**src/rtl/vga_timing_gen.sv**
```systemverilog
`timescale 1ns/1ps
// -----------------------------------------------------------------------------
// vga_timing_gen
//   Parametrised VGA raster timing generator. A clock divider produces a
//   one-clk pixel strobe (p_tick) every DIV clocks. Horizontal and vertical
//   raster counters advance on that strobe, and sync, blanking and line/frame
//   end strobes are decoded from the counter values.
//
//   Optional feature macro: VGA_TG_RGB_PIPE_EN
//     undefined : video_on/hsync/vsync are a zero-latency combinational decode
//                 of x/y. There are no RGB ports.
//     defined   : video_on/hsync/vsync are registered on p_tick, which delays
//                 them by one pixel. rgb_in is captured on the same edge,
//                 blanked outside the active area, and driven on rgb_out.
//
//   Ports
//     clk_50MHz  in   system clock
//     reset_n    in   asynchronous active-low reset
//     enable     in   run enable; low holds the raster at the origin
//     rgb_in     in   3*CW {R,G,B} from the pixel generator (macro only)
//     rgb_out    out  3*CW registered, blanked colour (macro only)
//     p_tick     out  pixel-rate strobe, one clk wide
//     x, y       out  horizontal pixel / vertical line counters
//     video_on   out  inside the active area
//     hsync      out  horizontal sync (asserted level HS_POL)
//     vsync      out  vertical sync (asserted level VS_POL)
//     line_end   out  one-clk strobe on the last pixel of a line
//     frame_end  out  one-clk strobe on the last pixel of a frame
// -----------------------------------------------------------------------------
module vga_timing_gen #(
  parameter int DIV      = 2,
  parameter int H_ACTIVE = 640,
  parameter int H_FP     = 16,
  parameter int H_SYNC   = 96,
  parameter int H_BP     = 48,
  parameter int V_ACTIVE = 480,
  parameter int V_FP     = 10,
  parameter int V_SYNC   = 2,
  parameter int V_BP     = 33,
  parameter int HS_POL   = 0,
  parameter int VS_POL   = 0,
  parameter int XW       = 10,
  parameter int YW       = 10,
  parameter int CW       = 10
) (
  input  logic            clk_50MHz,
  input  logic            reset_n,
  input  logic            enable,
`ifdef VGA_TG_RGB_PIPE_EN
  input  logic [3*CW-1:0] rgb_in,
  output logic [3*CW-1:0] rgb_out,
`endif
  output logic            p_tick,
  output logic [XW-1:0]   x,
  output logic [YW-1:0]   y,
  output logic            video_on,
  output logic            hsync,
  output logic            vsync,
  output logic            line_end,
  output logic            frame_end
);

  localparam int H_TOTAL = H_ACTIVE + H_FP + H_SYNC + H_BP;
  localparam int V_TOTAL = V_ACTIVE + V_FP + V_SYNC + V_BP;

  // Divider counter is at least one bit wide so DIV=1 still elaborates.
  localparam int DW      = (DIV > 1) ? $clog2(DIV) : 1;
  localparam int ONE     = 1;
  localparam int ZERO    = 0;
  localparam int DIV_M1  = DIV - 1;
  localparam int H_M1    = H_TOTAL - 1;
  localparam int V_M1    = V_TOTAL - 1;
  localparam int HS_B    = H_ACTIVE + H_FP;
  localparam int HS_E    = H_ACTIVE + H_FP + H_SYNC;
  localparam int VS_B    = V_ACTIVE + V_FP;
  localparam int VS_E    = V_ACTIVE + V_FP + V_SYNC;

  localparam logic [DW-1:0] DIV_LAST = DIV_M1[DW-1:0];
  localparam logic [DW-1:0] DIV_ONE  = ONE[DW-1:0];
  localparam logic [DW-1:0] DIV_ZERO = ZERO[DW-1:0];
  localparam logic [XW-1:0] X_LAST   = H_M1[XW-1:0];
  localparam logic [XW-1:0] X_ONE    = ONE[XW-1:0];
  localparam logic [XW-1:0] X_ZERO   = ZERO[XW-1:0];
  localparam logic [YW-1:0] Y_LAST   = V_M1[YW-1:0];
  localparam logic [YW-1:0] Y_ONE    = ONE[YW-1:0];
  localparam logic [YW-1:0] Y_ZERO   = ZERO[YW-1:0];

  // Decode bounds carry one extra bit: a region end may equal 2^XW / 2^YW.
  localparam logic [XW:0] H_ACT_END = H_ACTIVE[XW:0];
  localparam logic [XW:0] HS_BEGIN  = HS_B[XW:0];
  localparam logic [XW:0] HS_END    = HS_E[XW:0];
  localparam logic [YW:0] V_ACT_END = V_ACTIVE[YW:0];
  localparam logic [YW:0] VS_BEGIN  = VS_B[YW:0];
  localparam logic [YW:0] VS_END    = VS_E[YW:0];

  localparam logic HS_ON = (HS_POL != 0) ? 1'b1 : 1'b0;
  localparam logic VS_ON = (VS_POL != 0) ? 1'b1 : 1'b0;

  logic [DW-1:0] div_cnt;
  logic [XW:0]   x_ext;
  logic [YW:0]   y_ext;
  logic          dec_video_on;
  logic          dec_hsync;
  logic          dec_vsync;

  assign x_ext = {1'b0, x};
  assign y_ext = {1'b0, y};

  // Pixel divider: p_tick is registered from the terminal count, so the first
  // strobe after enable rises lands exactly DIV clocks later.
  always_ff @(posedge clk_50MHz or negedge reset_n) begin
    if (!reset_n) begin
      div_cnt <= DIV_ZERO;
      p_tick  <= 1'b0;
    end else if (!enable) begin
      div_cnt <= DIV_ZERO;
      p_tick  <= 1'b0;
    end else begin
      if (div_cnt == DIV_LAST) begin
        div_cnt <= DIV_ZERO;
      end else begin
        div_cnt <= div_cnt + DIV_ONE;
      end
      p_tick <= (div_cnt == DIV_LAST);
    end
  end

  // Raster counters. A falling enable takes priority over a coincident
  // p_tick, so the raster never steps away from the origin on that edge.
  always_ff @(posedge clk_50MHz or negedge reset_n) begin
    if (!reset_n) begin
      x <= X_ZERO;
      y <= Y_ZERO;
    end else if (!enable) begin
      x <= X_ZERO;
      y <= Y_ZERO;
    end else if (p_tick) begin
      if (x == X_LAST) begin
        x <= X_ZERO;
        if (y == Y_LAST) begin
          y <= Y_ZERO;
        end else begin
          y <= y + Y_ONE;
        end
      end else begin
        x <= x + X_ONE;
      end
    end
  end

  // Region decode of the current raster position.
  always_comb begin
    dec_video_on = 1'b0;
    dec_hsync    = ~HS_ON;
    dec_vsync    = ~VS_ON;
    if ((x_ext < H_ACT_END) && (y_ext < V_ACT_END)) begin
      dec_video_on = 1'b1;
    end else begin
      dec_video_on = 1'b0;
    end
    if ((x_ext >= HS_BEGIN) && (x_ext < HS_END)) begin
      dec_hsync = HS_ON;
    end else begin
      dec_hsync = ~HS_ON;
    end
    if ((y_ext >= VS_BEGIN) && (y_ext < VS_END)) begin
      dec_vsync = VS_ON;
    end else begin
      dec_vsync = ~VS_ON;
    end
  end

  assign line_end  = p_tick & (x == X_LAST);
  assign frame_end = line_end & (y == Y_LAST);

`ifdef VGA_TG_RGB_PIPE_EN
  // Pixel-aligned output stage: colour, blanking and syncs share one capture
  // edge, so they reach the pins together one pixel after x/y.
  always_ff @(posedge clk_50MHz or negedge reset_n) begin
    if (!reset_n) begin
      video_on <= 1'b0;
      hsync    <= ~HS_ON;
      vsync    <= ~VS_ON;
      rgb_out  <= {(3*CW){1'b0}};
    end else if (p_tick) begin
      video_on <= dec_video_on;
      hsync    <= dec_hsync;
      vsync    <= dec_vsync;
      rgb_out  <= dec_video_on ? rgb_in : {(3*CW){1'b0}};
    end
  end
`else
  assign video_on = dec_video_on;
  assign hsync    = dec_hsync;
  assign vsync    = dec_vsync;
`endif

endmodule

```
**config.mk**
```make
export PLATFORM = sky130hd
export DESIGN_NAME = vga_timing_gen
export DESIGN_NICKNAME = d
export VERILOG_FILES = /design/src/rtl/vga_timing_gen.sv
export SDC_FILE = /design/constraint.sdc
export NUM_CORES = 1
export LEC_CHECK = 0
export CAP_MARGIN = 20
export CORE_ASPECT_RATIO = 0.5
export CORE_UTILIZATION = 35
export DETAILED_ROUTE_END_ITERATION = 8
export PLACE_DENSITY = 0.58
export SETUP_SLACK_MARGIN = 0.3
export SLEW_MARGIN = 25
export SYNTH_ARGS = -nofsm -noshare
export SYNTH_HDL_FRONTEND = slang
export SYNTH_SLANG_ARGS = --single-unit
```
**constraint.sdc**
```tcl
create_clock -name clk_50MHz -period 2.8 [get_ports clk_50MHz]
set_clock_uncertainty 0.15 [all_clocks]
set_input_delay 0.56 -clock clk_50MHz [delete_from_list [all_inputs] [get_ports clk_50MHz]]
set_output_delay 0.56 -clock clk_50MHz [all_outputs]
set_load 0.03 [all_outputs]
```
* Word level (Yosys, flattened, before mapping)
Cells that the tools add are included.
** Storage, ports and cells
- Flip-flop bits (word level) :: 22
- Input port bits :: 3
- Output and inout port bits :: 26
- Word-level logic and storage cells :: 36
** Cells by class
- $add $sub $neg :: 3
- Magnitude comparators :: 6
- Equality and inequality tests :: 4
- Mux-type cells :: 13
- Bitwise operators :: 2
- Reduce and logical (&&, ||, !) cells :: 4
** Operator list (number)
- 10-bit 2-to-1 mux :: 7
- 10-bit by 1-bit adder with 10-bit output (second input constant) :: 2
- 10-bit equality test (second input constant) :: 2
- 10-bit < comparator (second input constant) :: 2
- 10-bit by 9-bit < comparator with 1-bit output (second input constant) :: 2
- 10-bit greater-or-equal comparator (second input constant) :: 1
- 10-bit by 9-bit greater-or-equal comparator with 1-bit output (second input constant) :: 1
- 1-bit 2-to-1 mux :: 6
- 2-bit by 1-bit != test with 1-bit output (second input constant) :: 2
- 1-bit logical AND :: 3
- 1-bit AND :: 2
- 2-bit AND reduction :: 1
- 1-bit adder (second input constant) :: 1

* Logic depth before layout (Yosys ltp)
Gate-level depths: netlist (run 1).
- Depth after elaboration :: 5
- Mapped depth :: 7
- Depth with buffers taken out :: 6

* Worst setup path before layout (run 1)
OpenSTA, ideal clock, no wires.
- Path type :: reg2out
- Start :: reg x[0]
- End :: out frame_end
- Arrival :: 2.176 ns
- Setup slack :: -0.086 ns
- Cell stages (with the launch flop) :: 6
- Path buffers :: 1
- Cell sequence :: dfrtp_1 ha_1 nand4_2 or3_1 buf_6 nor3_1
** On the way
- Word-level cells in the longest chain between the ends :: 3
** Ends and longest elaborated chain
- from (decl) :: RTL line 54 : output logic [XW-1:0] x,
- from (signal assigned) :: RTL line 146 : x <= x + X_ONE;
- 10-bit equality test :: RTL line 173 : assign line_end = p_tick & (x == X_LAST);
- 1-bit AND :: RTL line 173
- 1-bit AND :: RTL line 174 : assign frame_end = line_end & (y == Y_LAST);
- to (decl) :: RTL line 60 : output logic frame_end
No other way between the ends.

* Worst setup path after layout (run 1)
Same ends and word-level chain as after synthesis.

==> key figures, run 1 <==
Timing
  – Worst-margin pin slew: 792 ps
  – PnR worst setup slack: 300 ps
  – Max frequency: 0.400 GHz
  – Slew headroom: 46.9%
  – Pins Over Slew Limit: 0
  – Crit path time final: 2500 ps
  – Unrepaired setup endpoints after global routing: yes
  – Final setup viols: 0
  – Fin crit share: 89.3%
  – Setup TNS: 0 ps
  – Final hold vios: 0

Job
  – Max cap viols: 0

Worst setup path
  – Slowest cell on crit path: or3_4
  – Kind of critical path: flop to primary output
  – Cell family with most CP delay: simple AND/OR/NAND/NOR gates
  – CP required: 2090 ps
  – WP buf/inv: 1
  – Crit path max fanout: 6
  – Worst EP arrival: 1790 ps
  – CP Cell Sequence: ha_2, nand4_4, or3_4, nor3_4, buf_6
  – CP Capture Type: primary output
  – Max stage delay on crit path: 400 ps
  – Startpoint types: flop

Power
  – P_int: 528 uW
  – Leak: 0.000707 uW
  – Sequential Power Share: 48.8%
  – Peak VDD IR: 228 uV
  – Gate power share: 6.0%
  – PwrDens: 379 mW/mm^2
  – Clock power frac: 45.1%
  – Net Sw Frac: 20.5%
  – Net Sw Power: 136 uW

Route
  – 1st-iter DRT viols: 100
  – Drc violations: 0
  – Final WL: 2950 microns
  – Routed Antenna Nets: 0
  – Vias: 1150
  – Via-to-Cell Ratio: 5.25
  – Post-DR wirelength/cell: 13.5 microns
  – DRT Pass-1 Iters: 4

Finish
  – Layout area overhead: 38.3%
  – Final Non-Filler Cells: 219
  – ANT cells: 0
  – Leading cell types in the layout, fill and taps excluded: 23 x clkdlybuf4s50_1, 18 x dfrtp_1, 10 x nand2_1
  – Util after Layout: 50.7%
  – Fill count: 348
  – Multi-input logic area: 696 sq um
  – Storage cell area: 556 sq um
  – Nets: 176
  – Commonest non-fill, non-tap cell in the layout: clkdlybuf4s50_1
  – Layout cells sized above 1: 17.3%

Synth
  – Ys async rst share: 100%
  – Main synth FF type: dfrtp_1
  – Mapped Cells: 131
  – YS warnings: 0
  – Synth Cell Area: 0.00127 sq mm
  – Syn Area/Cell: 9.67 sq um
  – Library cells used by synthesis: 42
  – Post-synthesis sequential area ratio: 43.5%
  – Synth Net Count: 138
  – Number of synthesized flops with an enable pin: 0
  – #FFs+latches synth: 22

Clocking
  – Clk pin slew, worst setup/hold paths: 90 ps
  – H-tree depth: 1
  – Max clock buf depth: 2
  – Worst-Skew Late Latency: 270 ps
  – CTS tree: done
  – Clock Tree Root: clkbuf_8
  – Clock Sink Count: 22
  – CTS buffer count: 3

Hold path
  – Worst min path class: flop to flop

Die
  – Initial Util: 36.7%
  – FP Rows: 15
  – Core ar.: 0.00345 sq mm
  – Die Ht: 44.5 microns
  – Die Area: 0.00388 sq mm
  – Die X-Extent: 87.1 microns
  – IO Pins: 29

GRT
  – Initial antenna violation count: 0
  – GR Util All Layers: 16.4%
  – First-pass GRT wire length: 4770 microns
  – Vias in the first global route: 1002
  – Largest net degree at the start of global routing: 23
  – Grt total ovfl: 0

Placed design
  – IO Port Bufs: 28
  – Gp weighted congestion: 0.801
  – Hpwl dp: 2100 microns
  – DP Worst Slack: 340 ps
  – Placed cell count: 211

Status
  – Status: complete, no violations
-- area by class of cell --
type,count,area share (%)
Multi-Input combinational cell,98,39.7
Clock inverter,1,1.71
Sequential cell,22,31.7
Clock buffer,3,2.36
Timing Repair Buffer,36,19.1
Inverter,8,1.71
Tap cell,51,3.64
-- stage by stage --
stage | cell area [sq um] | power [uW] | hold WS, ps
6_report | 1750 | 664 | 271
5_1_grt | 1750 | 697 | 315
4_1_cts | 1730 | 676 | 274
3_5_place_dp | 1630 | 369 | 260
3_3_place_gp | 1630 | 369 | 256
2_1_floorplan | 1280 | 347 | 114
-- Yosys cell counts (2+ instances only) --
| cell type | number | area, sq um |
|---|---|---|
| o31ai_1 | 4 | 30.0 |
| nand4_1 | 5 | 31.3 |
| or3_1 | 6 | 37.5 |
| xnor2_1 | 3 | 26.3 |
| xor2_1 | 3 | 26.3 |
| o311ai_0 | 2 | 17.5 |
| o211ai_1 | 4 | 30.0 |
| nand3_1 | 8 | 40.0 |
| and2_1 | 3 | 18.8 |
| inv_1 | 8 | 30.0 |
| nor2_1 | 5 | 18.8 |
| nor3_1 | 2 | 10.0 |
| or2_2 | 2 | 12.5 |
| ha_1 | 4 | 50.1 |
| a21boi_0 | 3 | 22.5 |
| or2_1 | 2 | 12.5 |
| o22ai_1 | 2 | 12.5 |
| dfrtp_1 | 22 | 551 |
| and3_1 | 5 | 31.3 |
| nand2b_1 | 2 | 12.5 |
| o21ai_0 | 6 | 30.0 |
| nand2_1 | 10 | 37.5 |
-- power groups by stage --
stage                     Combinational [uW]  Sequential (uW)  Clock [uW]
after detailed placement                37.9              331           0
after global routing                    44.3              325         327
final                                   39.9              324         300
after global placement                  38.0              331           0
after floorplan                         11.9              335           0
after CTS                               38.0              325         312
-- sequential cells by signal, summed over array words and instances, names as in the netlist --
signal   cells
x           10
y           10
div_cnt      1
p_tick       1
-- what timing repair did --
item                                   4_1_cts  5_1_grt
pin swaps                                    1        1
hold buffers                                 0        0
gates resized for setup                      5        8
setup buffers                                2        2
endpoints found under the hold margin        0        0
setup endpoints to repair                    4        4
-- worst register-to-register path, delay by kind of cell (launching register included) --
kind	cells	cell delay (ps)
AND/OR/NAND/NOR	2	810
AO/OA/AOI/OAI	1	650
flip-flops	1	450
multiplexers	1	110
-- metal layers --
metal,wire [microns],vias up,global-route usage (%)
met3,149,0,5.22
li1,-,561,-
met1,1420,557,21.9
met2,1380,32,26.1
met5,0,-,0
met4,0,0,4.33
-- path summary, 6_finish.rpt --
check / from / to / slack, ps / cells past startpoint
max in group asynchronous: reset_n / x[4] / 1780 / 2
min in group asynchronous: reset_n / x[9] / 480 / 2
max reg2reg: y[7] / y[0] / 480 / 4
max: x[0] / frame_end / 300 / 5
min: div_cnt / div_cnt / 270 / 1
min reg2reg: div_cnt / div_cnt / 270 / 1
-- logic make-up after synthesis --
family | Yosys count | share of synthesized area, %
mux | 1 | 0.791
buf+inv | 11 | 3.95
xor+xnor | 6 | 4.15
flops | 22 | 43.5
simple gates | 57 | 26.1
compound gates | 30 | 17.6
fa+ha+maj | 4 | 3.95
(Power assumes the default switching activity.)
==> run 2: changes to the inputs <==
Clock period 2.8 ns to 3 ns, I/O delays scaled along.
==> key figures, run 2 (synthesis gave the netlist of run 1 again) <==
GRT
  – Grt total ovfl: 0 (unchanged)
  – Largest net degree at the start of global routing: 23 (unchanged)
  – Vias in the first global route: 1059 (+5.7%)
  – GR Util All Layers: 17.3% (+0.88 points)
  – Initial antenna violation count: 0 (unchanged)
  – First-pass GRT wire length: 5040 microns (+5.5%)

Placed design
  – Hpwl dp: 2180 microns (+4.1%)
  – Gp weighted congestion: 0.780 (-2.5%)
  – DP Worst Slack: 177 ps (-163 ps)
  – IO Port Bufs: 28 (unchanged)

Status
  – Status: complete, no violations

Timing
  – Slew headroom: 48.9% (+2.0 points)
  – Crit path time final: 2580 ps
  – PnR worst setup slack: 419 ps (+119 ps)
  – Final hold vios: 0 (unchanged)
  – Pins Over Slew Limit: 0 (unchanged)
  – Unrepaired setup endpoints after global routing: no
  – Max frequency: 0.387 GHz
  – Worst-margin pin slew: 758 ps (-34.1 ps)
  – Fin crit share: 86.0%
  – Final setup viols: 0 (unchanged)
  – Setup TNS: 0 ps (unchanged)

Finish
  – ANT cells: 0 (unchanged)
  – Leading cell types in the layout, fill and taps excluded: 23 x clkdlybuf4s50_1, 21 x dfrtp_1, 11 x buf_4
  – Util after Layout: 50.2% (-0.54 points)
  – Layout area overhead: 36.9%
  – Multi-input logic area: 676 sq um (-2.9%)
  – Layout cells sized above 1: 15.2% (-2.1 points)
  – Largest regs: x: 10 flops, y: 10 flops
  – Fill count: 346 (-0.57%)
  – Nets: 179 (+1.7%)
  – Storage cell area: 552 sq um (-0.68%)
  – Commonest non-fill, non-tap cell in the layout: clkdlybuf4s50_1

Worst setup path
  – Reg2Reg Launch Point: x[1]
  – Kind of critical path: flop to primary output
  – Crit path max fanout: 5 (-1)
  – Worst R2R Path Depth: 6 (+2)
  – Worst EP arrival: 1830 ps (+40 ps)
  – Crit path from: x[1]
  – R2R Setup Slk: 620 ps (+140 ps)
  – CP Capture Type: primary output
  – Startpoint types: flop
  – CP required: 2250 ps (+160 ps)
  – Worst setup endpoint: frame_end
  – Reg2reg end: y[3]

Route
  – 1st-iter DRT viols: 19 (-81%)
  – Final WL: 2980 microns (+0.98%)
  – DRT Pass-1 Iters: 4 (unchanged)
  – Drc violations: 0 (unchanged)
  – Via-to-Cell Ratio: 5.07 (-3.4%)
  – Post-DR wirelength/cell: 13.4 microns (-0.38%)
  – Vias: 1126 (-2.1%)
  – Routed Antenna Nets: 0 (unchanged)

Power
  – Peak VDD IR: 138 uV (-39%)
  – PwrDens: 319 mW/mm^2 (-16%)
  – Leak: 0.000713 uW (+0.84%)

Clocking
  – Clock Tree Root: clkbuf_8
  – CTS buffer count: 3 (unchanged)
  – Max clock buf depth: 2 (unchanged)
  – Worst-Skew Late Latency: 260 ps (about the same)
  – Setup Fix Bufs, Post-CTS: 0 (-2)
  – Clk pin slew, worst setup/hold paths: 80 ps (about the same)
  – H-tree depth: 1 (unchanged)
  – CTS tree: done
  – Clock Sink Count: 22 (unchanged)

Die
  – Die Area: 0.00388 sq mm (unchanged)
  – Die Ht: 44.5 microns (unchanged)
  – IO Pins: 29 (unchanged)
  – Core ar.: 0.00345 sq mm (unchanged)
  – FP Rows: 15 (unchanged)
  – Initial Util: 36.7% (unchanged)
  – Die X-Extent: 87.1 microns (unchanged)

Job
  – Max cap viols: 0 (unchanged)

Hold path
  – Worst min path class: flop to flop
## run 2: power breakdown
part	internal, uW	leakage (uW)	switching (uW)
sequential	299	0.000303	2.79
clock	117	0.0000288	97.2
combinational	13.4	0.000381	22.5
## run 2: repair_timing
action / CTS / global route
gates resized for setup: 7 / 8
hold endpoints to repair: 0 / 0
setup endpoints to repair: 3 / 4
cloned: 0 / 0
hold buffers: 0 / 0
## run 2: cell type report
cell class                 instances  share of cell area [%]
clock buffer                       4                    3.18
inverter                           8                    1.73
multi-input combinational         98                    39.0
sequential                        22                    31.8
tap                               51                    3.68
timing repair buffer              39                    20.6
## run 2: layer usage
| layer | vias to the layer above | track usage [%] | routed length, microns |
|---|---|---|---|
| li1 | 571 | - | - |
| met1 | 532 | 24.1 | 1540 |
| met2 | 21 | 26.3 | 1330 |
| met3 | 2 | 5.22 | 106 |
| met4 | 0 | 4.67 | 11 |
| met5 | - | 0 | 0 |
## run 2: how the worst min path moves through the flow
stage,from,to,cells past startpoint
CTS,div_cnt,div_cnt,1
finish,div_cnt,div_cnt,1
floorplan,reset_n,div_cnt,0
detailed placement,div_cnt,div_cnt,1
global route,div_cnt,div_cnt,1
global placement,div_cnt,div_cnt,1
## run 2: critical path, stage by stage (launching register included)
cell and delay [ps]:
dfrtp_1 420, ha_1 230, nand4_2 130, or3_4 390
nor3_2 190, buf_2 220
## run 2: metrics by stage
step | hold slack [ps] | power [uW] | cell area (sq um) | std cells
after global placement | 256 | 345 | 1680 | 218
after detailed placement | 260 | 345 | 1680 | 218
after global routing | 308 | 583 | 1730 | 222
final | 272 | 552 | 1730 | 222
after CTS | 272 | 563 | 1730 | 222
after floorplan | 154 | 323 | 1270 | 131
==> run 3: changes to the inputs <==
Settings changed: CORE_ASPECT_RATIO 0.5 to unset.
==> key figures, run 3 (synthesis gave the netlist of run 1 again) <==
Timing
  – Unrepaired setup endpoints after global routing: yes
  – Slew headroom: 44.6% (-4.3 points)
  – Final setup viols: 0 (unchanged)
  – Final hold vios: 0 (unchanged)
  – Setup TNS: 0 ps (unchanged)
  – Max frequency: 0.377 GHz (-2.8%)
  – Worst-margin pin slew: 826 ps (+68.2 ps)
  – Pins Over Slew Limit: 0 (unchanged)
  – Crit path time final: 2660 ps (+74.6 ps)
  – Fin crit share: 88.5% (+2.5 points)

Die
  – Initial Util: 37.4% (+0.69 points)
  – Die X-Extent: 62.1 microns (-29%)
  – Die Ht: 62.1 microns (+40%)
  – Core ar.: 0.00339 sq mm (-1.8%)
  – Die Area: 0.00386 sq mm (-0.38%)
  – IO Pins: 29 (unchanged)
  – FP Rows: 21 (+6)

Finish
  – Largest regs: x: 10 flops, y: 10 flops
  – ANT cells: 0 (unchanged)
  – Leading cell types in the layout, fill and taps excluded: 23 x clkdlybuf4s50_1, 22 x dfrtp_1, 12 x buf_4
  – Post-route cell area: 0.00172 sq mm (-0.51%)
  – Final Non-Filler Cells: 218 (-1.8%)
  – Nets: 180 (+0.56%)
  – Layout area overhead: 36.2%
  – Layout cells sized above 1: 15.1% (-0.088 points)
  – Util after Layout: 50.9% (+0.69 points)
  – Commonest non-fill, non-tap cell in the layout: clkdlybuf4s50_1

Worst setup path
  – Reg2reg end: y[3]
  – CP Capture Type: primary output
  – Worst R2R Path Depth: 6 (unchanged)
  – Crit path max fanout: 6 (+1)
  – Kind of critical path: flop to primary output
  – Worst EP arrival: 1910 ps (+80 ps)
  – R2R Setup Slk: 570 ps (-50 ps)
  – Reg2Reg Launch Point: x[1]
  – CP required: 2250 ps (about the same)
  – Startpoint types: flop

Clocking
  – Worst-Skew Late Latency: 310 ps (+50 ps)
  – H-tree depth: 1 (unchanged)
  – Clock Sink Count: 22 (unchanged)
  – Max clock buf depth: 2 (unchanged)
  – Clock Tree Root: clkbuf_4
  – Clk pin slew, worst setup/hold paths: 130 ps (+50 ps)
  – Post-CTS Hold Buffers: 0 (unchanged)
  – CTS tree: done
  – CTS buffer count: 3 (unchanged)

Hold path
  – Worst Hold Depth: 1 (unchanged)
  – Hold endpoint: div_cnt
  – HP Start: div_cnt
  – Worst min path class: flop to flop

Route
  – Routed Antenna Nets: 0 (unchanged)
  – Post-DR wirelength/cell: 14.1 microns (+4.7%)
  – Via-to-Cell Ratio: 5.32 (+4.9%)
  – Vias: 1160 (+3.0%)
  – 1st-iter DRT viols: 34 (+15)
  – Drc violations: 0 (unchanged)
  – Final WL: 3070 microns (+2.8%)
  – DRT Pass-1 Iters: 4 (unchanged)

GRT
  – Grt total ovfl: 0 (unchanged)
  – First-pass GRT wire length: 5390 microns (+7.0%)
  – Vias in the first global route: 1159 (+9.4%)
  – Largest net degree at the start of global routing: 23 (unchanged)
  – GR Util All Layers: 17.2% (-0.10 points)
  – Initial antenna violation count: 0 (unchanged)

Power
  – PwrDens: 328 mW/mm^2 (+3.0%)
  – Peak VDD IR: 131 uV (-5.3%)
  – Leak: 0.000718 uW (+0.73%)

Placed design
  – Gp weighted congestion: 0.830 (+6.4%)
  – IO Port Bufs: 28 (unchanged)
  – Cell Area, Placed: 0.00166 sq mm (-0.82%)
  – Hpwl dp: 2220 microns (+1.8%)
  – Placed cell count: 212 (-2.8%)

Job
  – Max cap viols: 0 (unchanged)

Status
  – Status: complete, no violations
run 3: cell count changes in the layout (fill, tap and decap cells not counted), sizes merged:
| cell | previous run | this run |
|---|---|---|
| dlygate4sd2 | 1 | 0 |
| clkbuf | 4 | 5 |
| bufinv | 0 | 1 |
run 3: routing by layer:
metal	global-route usage (%)	vias to the layer above	wire length, microns
met5	0	-	0
met1	23.3	560	1460
li1	-	570	-
met4	6.40	0	16
met2	27.9	28	1470
met3	2.39	2	119
run 3: report_power, final:
group          switching, uW  leakage, uW  total, uW  internal, uW
clock                   92.2    0.0000279        227           135
combinational           22.3     0.000386       35.8          13.5
sequential              3.53     0.000305        303           299
run 3: final cells by class:
class	count	area, sq um
repair buffers	40	363
fillers	316	1670
clock buffers	3	22.5
flip-flops and latches	22	551
clock inverters	1	30.0
inverters	8	30.0
well taps	46	57.6
multi-input cells	98	671
run 3: stage by stage:
stage | hold slack (ps) | setup WS [ps] | total power (uW)
6_report | 278 | 344 | 566
5_1_grt | 311 | 247 | 596
4_1_cts | 286 | 119 | 576
3_5_place_dp | 266 | 208 | 344
3_3_place_gp | 255 | 212 | 343
2_1_floorplan | 154 | 324 | 323
run 3: how the worst max path moves through the flow:
stage	from	end	slack (ps)	cells after the start
2_1_floorplan	x[0]	frame_end	320	5
3_3_place_gp	x[5]	frame_end	210	4
3_5_place_dp	x[5]	frame_end	210	4
4_1_cts	x[6]	frame_end	120	4
5_1_grt	x[5]	frame_end	250	4
6_report	x[6]	frame_end	340	4
run 3: critical path: stages, from the launching register on:
cell and delay, ps:
dfrtp_1 440, or2_1 290, or3_1 460, nor3_2 200, clkbuf_4 210
run 3: repair_timing:
| item | 4_1_cts | 5_1_grt |
|---|---|---|
| buffers inserted | 0 | 2 |
| setup endpoints to repair | 3 | 4 |
| resized for setup | 8 | 8 |
